`config.mk`:
```
export PLATFORM = sky130hd
export DESIGN_NAME = axis_mem_stream_driver
export DESIGN_NICKNAME = d
export VERILOG_FILES = /design/src/rtl/axis_mem_stream_driver.sv
export SDC_FILE = /design/constraint.sdc
export NUM_CORES = 1
export LEC_CHECK = 0
export CORE_UTILIZATION = 40
export DETAILED_ROUTE_END_ITERATION = 8
export PLACE_DENSITY = 0.64
export SKIP_CTS_REPAIR_TIMING = 1
export SLEW_MARGIN = 5
export SYNTH_ARGS = -nofsm -noshare
export SYNTH_HDL_FRONTEND = slang
export SYNTH_SLANG_ARGS = --single-unit
```
`constraint.sdc`:
```
create_clock -name axis_aclk -period 8.35 [get_ports axis_aclk]
set_input_delay 0.835 -clock axis_aclk [delete_from_list [all_inputs] [get_ports axis_aclk]]
set_output_delay 0.835 -clock axis_aclk [all_outputs]
set_load 0.01 [all_outputs]
```
`src/rtl/axis_mem_stream_driver.sv`:
```
// AXI-Stream burst writer/checker: writes a generated pattern, reads it back and compares it.
// Build option: define PATTERN_LFSR_EN to use a 32-bit Galois LFSR pattern instead of increment.
module axis_mem_stream_driver #(
   parameter int unsigned DATA_WIDTH = 32,
   parameter int unsigned CNT_WIDTH  = 12,
   parameter logic [31:0] SEED       = 32'h0000_0055
) (
   input  logic                    axis_aclk,
   input  logic                    axis_areset,
   input  logic                    start,
   input  logic [CNT_WIDTH-1:0]    burst_len,
   output logic [DATA_WIDTH-1:0]   m01_axis_wr_tdata,
   output logic [DATA_WIDTH/8-1:0] m01_axis_tstrb,
   output logic                    m01_axis_tvalid,
   output logic                    m01_axis_tlast,
   input  logic                    m01_axis_tready,
   input  logic [DATA_WIDTH-1:0]   s01_axis_rd_tdata,
   input  logic [DATA_WIDTH/8-1:0] s01_axis_tstrb,
   input  logic                    s01_axis_tvalid,
   input  logic                    s01_axis_tlast,
   output logic                    s01_axis_tready,
   output logic                    busy,
   output logic                    done,
   output logic [CNT_WIDTH-1:0]    err_count,
   output logic                    tlast_err
);

   localparam int unsigned StrbWidth = DATA_WIDTH / 8;

`ifdef PATTERN_LFSR_EN
   localparam logic [DATA_WIDTH-1:0] SeedVal =
      (SEED == 32'd0) ? DATA_WIDTH'(1) : DATA_WIDTH'(SEED);

   function automatic logic [DATA_WIDTH-1:0] next_pat(input logic [DATA_WIDTH-1:0] cur);
      return (cur >> 1) ^ (cur[0] ? DATA_WIDTH'(32'h8020_0003) : '0);
   endfunction
`else
   localparam logic [DATA_WIDTH-1:0] SeedVal = DATA_WIDTH'(SEED);

   function automatic logic [DATA_WIDTH-1:0] next_pat(input logic [DATA_WIDTH-1:0] cur);
      return cur + DATA_WIDTH'(1);
   endfunction
`endif

   typedef enum logic [1:0] {StIdle, StWrite, StRead, StDone} state_e;

   state_e                  state_q;
   logic [CNT_WIDTH-1:0]    len_q, wr_idx_q, rd_idx_q, err_q;
   logic [DATA_WIDTH-1:0]   wr_pat_q, rd_pat_q;
   logic                    m_tvalid_q, m_tlast_q, s_tready_q, busy_q, done_q, tlast_err_q;

   logic [CNT_WIDTH-1:0]    len_m1;
   logic                    wr_last, wr_next_last, rd_last;
   logic                    unused_tstrb;

   assign len_m1       = len_q - CNT_WIDTH'(1);
   assign wr_last      = (wr_idx_q == len_m1);
   assign wr_next_last = ((wr_idx_q + CNT_WIDTH'(1)) == len_m1);
   assign rd_last      = (rd_idx_q == len_m1);
   assign unused_tstrb = ^s01_axis_tstrb;

   always_ff @(posedge axis_aclk or posedge axis_areset) begin
      if (axis_areset) begin
         state_q     <= StIdle;
         len_q       <= '0;
         wr_idx_q    <= '0;
         rd_idx_q    <= '0;
         err_q       <= '0;
         wr_pat_q    <= SeedVal;
         rd_pat_q    <= SeedVal;
         m_tvalid_q  <= 1'b0;
         m_tlast_q   <= 1'b0;
         s_tready_q  <= 1'b0;
         busy_q      <= 1'b0;
         done_q      <= 1'b0;
         tlast_err_q <= 1'b0;
      end else begin
         done_q <= 1'b0;
         unique case (state_q)
            StIdle: begin
               if (start) begin
                  len_q       <= burst_len;
                  wr_idx_q    <= '0;
                  rd_idx_q    <= '0;
                  err_q       <= '0;
                  tlast_err_q <= 1'b0;
                  wr_pat_q    <= SeedVal;
                  rd_pat_q    <= SeedVal;
                  if (burst_len != '0) begin
                     state_q    <= StWrite;
                     m_tvalid_q <= 1'b1;
                     m_tlast_q  <= (burst_len == CNT_WIDTH'(1));
                     busy_q     <= 1'b1;
                  end else begin
                     state_q <= StDone;
                     done_q  <= 1'b1;
                  end
               end
            end
            StWrite: begin
               if (m01_axis_tready) begin
                  wr_idx_q <= wr_idx_q + CNT_WIDTH'(1);
                  wr_pat_q <= next_pat(wr_pat_q);
                  if (wr_last) begin
                     state_q    <= StRead;
                     m_tvalid_q <= 1'b0;
                     m_tlast_q  <= 1'b0;
                     s_tready_q <= 1'b1;
                  end else begin
                     m_tlast_q <= wr_next_last;
                  end
               end
            end
            StRead: begin
               // s_tready_q is always high here, so tvalid alone marks a transfer
               if (s01_axis_tvalid) begin
                  if ((s01_axis_rd_tdata != rd_pat_q) && (err_q != '1)) begin
                     err_q <= err_q + CNT_WIDTH'(1);
                  end
                  if (s01_axis_tlast != rd_last) begin
                     tlast_err_q <= 1'b1;
                  end
                  rd_idx_q <= rd_idx_q + CNT_WIDTH'(1);
                  rd_pat_q <= next_pat(rd_pat_q);
                  if (rd_last) begin
                     state_q    <= StDone;
                     s_tready_q <= 1'b0;
                     busy_q     <= 1'b0;
                     done_q     <= 1'b1;
                  end
               end
            end
            StDone: state_q <= StIdle;
            default: state_q <= StIdle;
         endcase
      end
   end

   assign m01_axis_wr_tdata = m_tvalid_q ? wr_pat_q : '0;
   assign m01_axis_tstrb    = {StrbWidth{m_tvalid_q}};
   assign m01_axis_tvalid   = m_tvalid_q;
   assign m01_axis_tlast    = m_tlast_q;
   assign s01_axis_tready   = s_tready_q;
   assign busy              = busy_q;
   assign done              = done_q;
   assign err_count         = err_q;
   assign tlast_err         = tlast_err_q;

endmodule

```
==> results of run 1 <==
[layer usage]
metal,vias up,routed length (um),GRT usage
li1,3147,-,-
met1,2986,8678,0.2622
met2,132,8311,0.3087
met3,20,749,0.04008
met4,0,308,0.06751
met5,-,0,0
[cell type report]
class	instances	area (um2)
Fill cell	1763	9395
Multi-Input combinational cell	664	4334
Sequential cell	120	3013
Timing Repair Buffer	107	1061
Clock buffer	23	488.0
Tap cell	234	292.8
Inverter	29	111.4
Clock inverter	9	72.57
[critical path: stages, from the launching register on]
cell and delay [ps]:
sky130_fd_sc_hd__dfrtp_1 610, sky130_fd_sc_hd__or4_4 660, sky130_fd_sc_hd__nor3_1 380, sky130_fd_sc_hd__xor3_1 330, sky130_fd_sc_hd__or4b_2 710, sky130_fd_sc_hd__o41ai_4 420, sky130_fd_sc_hd__o21ai_1 180, sky130_fd_sc_hd__mux2_4 320
[placed cells by master (no fill, tap or decap), drive strengths merged, types with 16 or more instances in the layout]
cell type,instances
o21ai,51
nor4,24
inv,29
nor3,17
a21oi,28
dfrtp,112
xnor2,54
nor2,98
and2,36
nand3,37
nand2,69
clkbuf,23
nand4,29
xor2,77
or3,16
clkdlybuf4s50,103
[kinds of logic after synthesis]
kind of cell | after synthesis | share of synthesized area
buffers and inverters | 77 | 0.04537
AO/OA/AOI/OAI | 120 | 0.09790
flip-flops | 120 | 0.3916
AND/OR/NAND/NOR | 384 | 0.2677
adder cells (fa/ha/maj) | 9 | 0.01464
XOR/XNOR | 134 | 0.1581
multiplexers | 17 | 0.02472
[flip-flops by register name, summed over array words and instances (netlist names), 2 cells and up]
| register | flops |
|---|---|
| wr_idx_q | 12 |
| len_q | 12 |
| rd_idx_q | 12 |
| wr_pat_q | 32 |
| rd_pat_q | 32 |
| err_count | 12 |
| state_q | 2 |
[per-stage QoR]
stage | hold WS [ps] | util | total power, mW | cells | cell area [um2]
final | 490.5 | 0.4994 | 2.351 | 1186 | 9373
after global routing | 502.8 | 0.4994 | 2.504 | 1186 | 9373
after CTS | 490.8 | 0.4994 | 2.366 | 1186 | 9373
after detailed placement | 477.0 | 0.4695 | 1.663 | 1154 | 8812
after global placement | 477.1 | 0.4695 | 1.651 | 1154 | 8812
after floorplan | 508.2 | - | 1.453 | 861 | 7694
[power by group]
| group | internal, mW | switching [mW] | total, mW | leakage (nW) |
|---|---|---|---|---|
| clock | 0.436 | 0.256 | 0.693 | 0.282 |
| combinational | 0.375 | 0.460 | 0.834 | 1.96 |
| sequential | 0.662 | 0.163 | 0.824 | 1.60 |
[path summary, 6_finish.rpt]
check | startpoint | endpoint | cells past startpoint
max reg2reg | len_q[3] | state_q[1] | 7
max in group asynchronous | axis_areset | err_count[1] | 3
max | len_q[3] | state_q[1] | 7
min | busy | busy | 1
min in group asynchronous | axis_areset | len_q[3] | 2
min reg2reg | busy | busy | 1
==> reports/qor.csv, run 1 <==
stage;metric;value;unit
outcome;run_status;complete, no violations;
finish;layout.nets;1002;
timing;hold_violations;0;
timing;tightestPinTransition;890.2;ps
timing;timing.final.ws_setup;4633;ps
floorplanning;fp.dieArea;19790;um2
global_route;grt_first_pass_wirelength;30590;um
timing;clock_skew;7.331;ps
power;worst_ir_drop_vdd;0.0001596;V
critical_path;setup.reg_to_reg.worst_slack;4630;ps
critical_path;setup.worst_path.start_class;flop;
yosys;synth_top_flop_cell;sky130_fd_sc_hd__dfrtp_1;
timing;timing_max_transition_violations_final;0;
floorplanning;num_rows;50;
yosys;synthesis.area_per_instance;8.936;um2
timing;period_share;0.4451;
cts;cts-htree-levels;4;
route;first_pass_iters;4;
critical_path;worst_ep_arrival_time;4010;ps
placement;place.detailed.hpwl;12950;um
critical_path;endpoint_kind;flop;
cts;cts_sinks;120;
cts;cts_made_buffers;17;
global_route;grt-ovfl-total;0;
timing;setup-tns-final;0;ps
floorplanning;chip_width;140.7;um
floorplanning;die_h;140.7;um
critical_path;worst-endpoint-required;8650;ps
cts;clk_latency;420;ps
yosys;synth_instances;861;
floorplanning;floorplan.core_area;18770;um2
cts;cts_root_buffer;sky130_fd_sc_hd__clkbuf_16;
timing;rsz_0062_raised_after_global_routing;false;
route;drt_drc_violations_left;0;
yosys;synthesis_stage_register_bit_count;120;
timing;fmaxAchievable;0.2691;GHz
global_route;first_global_vias;5969;
yosys;post_synth_num_cell_types;75;
cts;clkSlewWorstSetupHoldPaths;50;ps
timing;final_setup_violation_count;0;
global_route;grt.total_usage;0.1941;
yosys;mappedNetlistArea;7694;um2
placement;globalplace.congestion;0.8636;
cts;cts_buffer_depth;2;
timing;worst_slew_margin_rel;0.4065;
route;detail_route.vias_per_cell;5.299;
critical_path;critical_path_peak_fanout;18;
cts;cts_tree;yes;
power;leakagePower;3.839;nW
yosys;netlist.area_leader.share;0.3643;
global_route;grt_antenna_before_repair;0;
yosys;synthArstFlopShare;1.000;
placement;place_ws;4628;ps
route;routed-via-count;6285;
route;postRouteWirelength;18050;um
route;final_antenna_net_count;0;
yosys;netlist.top_cell.by_area;sky130_fd_sc_hd__dfrtp_1;
yosys;yosysWarningCount;0;
yosys;synth_commonest_cells;sky130_fd_sc_hd__dfrtp_1, sky130_fd_sc_hd__nor2_1, sky130_fd_sc_hd__xor2_1, sky130_fd_sc_hd__nand2_1, sky130_fd_sc_hd__xnor2_1;
yosys;synth_top_cells_by_area;sky130_fd_sc_hd__dfrtp_1, sky130_fd_sc_hd__xor2_1, sky130_fd_sc_hd__xnor2_1;
yosys;post-synth-top-count-cell;sky130_fd_sc_hd__dfrtp_1;
placement;port_buffers;103;
finish;syn2layout_area_growth;21.82;%
finish;diode_insertion_count_for_antenna_repair;0;
timing;min_period;3717;ps
floorplanning;start_util;0.4099;
worst_hold_path;min_path_type;reg -> reg;
run;max_cap_violations;0;
power;power.density;250.9;nW/um2
route;route.detailed.wl_per_inst;15.22;um
floorplanning;io-pin-count;108;
yosys;synth_seq_area_share;0.3916;
route;detail_route.iter0.violations;351;
yosys;synth_enable_flop_cells;0;
global_route;grt_start_max_net_pins;73;
finish;layout-drive-gt1-share;0.08193;
yosys;syn-num-nets;924;
critical_path;criticalPathCategory;reg -> reg;
Power figures use the tool's default switching activity.
==> inputs of run 2 (changes only) <==
PLACE_DENSITY = 0.66   (was 0.64)
clock period = 3.4 ns   (was 8.35 ns; I/O delays follow)
==> run 2 against run 1 <==
  * Sequential share of layout area shrank 0.84 points
  * Global-route usage increased by 0.96 points
  * Clock-buffer cell count decreased by 6
  * Flip-flop and latch count is the same
  * Final area is 2.7% higher
  * Critical path depth unchanged
  * Critical path type unchanged
==> reports/qor.csv, run 2 (same netlist as run 1, synthesis figures left out) <==
stage;metric;value;unit
cts;cts_buffer_depth;2;
critical_path;critical_path_peak_fanout;5;
route;final_antenna_net_count;0;
placement;place.detailed.hpwl;13510;um
global_route;grt_start_max_net_pins;49;
route;postRouteWirelength;18770;um
timing;timing_max_transition_violations_final;0;
critical_path;worst_ep_arrival_time;3520;ps
floorplanning;floorplan.core_area;18770;um2
outcome;run_status;complete, no violations;
floorplanning;io-pin-count;108;
route;routed-via-count;6489;
critical_path;setup.worst_path.start_class;flop;
cts;cts_root_buffer;sky130_fd_sc_hd__clkbuf_16;
run;max_cap_violations;0;
floorplanning;num_rows;50;
finish;instances_no_fill;1210;
finish;mostFrequentLayoutCell;sky130_fd_sc_hd__dfrtp_1;
finish;layout.nets;1026;
timing;fmaxAchievable;0.3114;GHz
critical_path;setup.reg_to_reg.worst_slack;190;ps
global_route;grt.total_usage;0.2037;
finish;post-route-util;0.5129;
global_route;grt_antenna_before_repair;0;
cts;cts-htree-levels;4;
power;worst_ir_drop_vdd;0.0004297;V
floorplanning;chip_width;140.7;um
floorplanning;die_h;140.7;um
cts;clk_latency;420;ps
timing;worst_slew_margin_rel;0.3957;
power;power.density;639.1;nW/um2
finish;biggestRegsByFlops;rd_pat_q (32), wr_pat_q (32);
cts;cts_sinks;120;
timing;final_setup_violation_count;0;
critical_path;worst-endpoint-required;3700;ps
cts;clkSlewWorstSetupHoldPaths;60;ps
placement;globalplace.congestion;0.8797;
cts;cts_tree;yes;
finish;diode_insertion_count_for_antenna_repair;0;
placement;port_buffers;103;
route;drt_drc_violations_left;0;
global_route;grt_first_pass_wirelength;31980;um
timing;min_period;3212;ps
global_route;first_global_vias;6290;
timing;period_share;0.9446;
timing;setup-tns-final;0;ps
route;detail_route.iter0.violations;330;
power;leakagePower;3.958;nW
critical_path;endpoint_kind;flop;
route;route.detailed.wl_per_inst;15.51;um
route;first_pass_iters;5;
timing;clock_skew;7.569;ps
power;power.total;6.151;mW
floorplanning;fp.dieArea;19790;um2
critical_path;criticalPathCategory;reg -> reg;
timing;rsz_0062_raised_after_global_routing;false;
finish;layout-drive-gt1-share;0.1076;
critical_path;reg2regPathDepth;7;
timing;hold_violations;0;
floorplanning;start_util;0.4099;
timing;tightestPinTransition;904.5;ps
finish;layout_common_cells;sky130_fd_sc_hd__dfrtp_1, sky130_fd_sc_hd__clkdlybuf4s50_1, sky130_fd_sc_hd__nor2_1;
worst_hold_path;min_path_type;in -> async;
critical_path;r2r-end;state_q[1];
cts;cts_made_buffers;17;
global_route;grt-ovfl-total;0;
placement;post-place-cells;1178;
critical_path;r2r_start;len_q[6];
route;detail_route.vias_per_cell;5.363;
finish;syn2layout_area_growth;25.11;%
-- run 2: critical path, cell delays in order (launching register included) --
cell                      delay (ps)
sky130_fd_sc_hd__dfrtp_1         380
sky130_fd_sc_hd__or4_4           590
sky130_fd_sc_hd__nor3_2          250
sky130_fd_sc_hd__xor3_1          310
sky130_fd_sc_hd__or4b_2          710
sky130_fd_sc_hd__o41ai_4         350
sky130_fd_sc_hd__o21ai_1         180
sky130_fd_sc_hd__mux2_4          320
-- run 2: cell type report --
type / count / area, um2
inverters: 29 / 112.6
clock inverters: 15 / 176.4
repair buffers: 131 / 1266
flip-flops and latches: 120 / 3013
fillers: 1733 / 9143
clock buffers: 17 / 425.4
well taps: 234 / 292.8
multi-input cells: 664 / 4339
-- run 2: power breakdown --
group / switching (mW) / total, mW / internal [mW]
combinational: 1.36 / 2.44 / 1.08
sequential: 0.237 / 1.86 / 1.63
clock: 0.697 / 1.85 / 1.15
total: 2.30 / 6.15 / 3.86
-- run 2: worst max-delay path by stage --
| stage | endpoint | cells past startpoint | startpoint |
|---|---|---|---|
| after global routing | state_q[1] | 7 | len_q[6] |
| final | state_q[1] | 7 | len_q[6] |
| after CTS | state_q[1] | 7 | len_q[6] |
| after global placement | state_q[1] | 7 | len_q[6] |
| after detailed placement | state_q[1] | 7 | len_q[6] |
| after floorplan | state_q[1] | 8 | len_q[6] |
-- run 2: stage by stage --
stage          worst slack, ps  cell area [um2]  hold WS (ps)
5_1_grt                  70.54             9625         506.4
2_1_floorplan            189.1             7697         490.6
3_3_place_gp             157.1             9019         478.8
3_5_place_dp             91.66             9019         483.4
6_report                 188.3             9625         456.0
4_1_cts                  35.13             9620         469.1
-- run 2: metal layers --
metal	vias to the layer above	wire, um	global-route usage
met2	137	9054	0.3375
met4	0	260	0.06064
met5	-	0	0
met3	22	779	0.04518
met1	3126	8678	0.2659
li1	3204	-	-
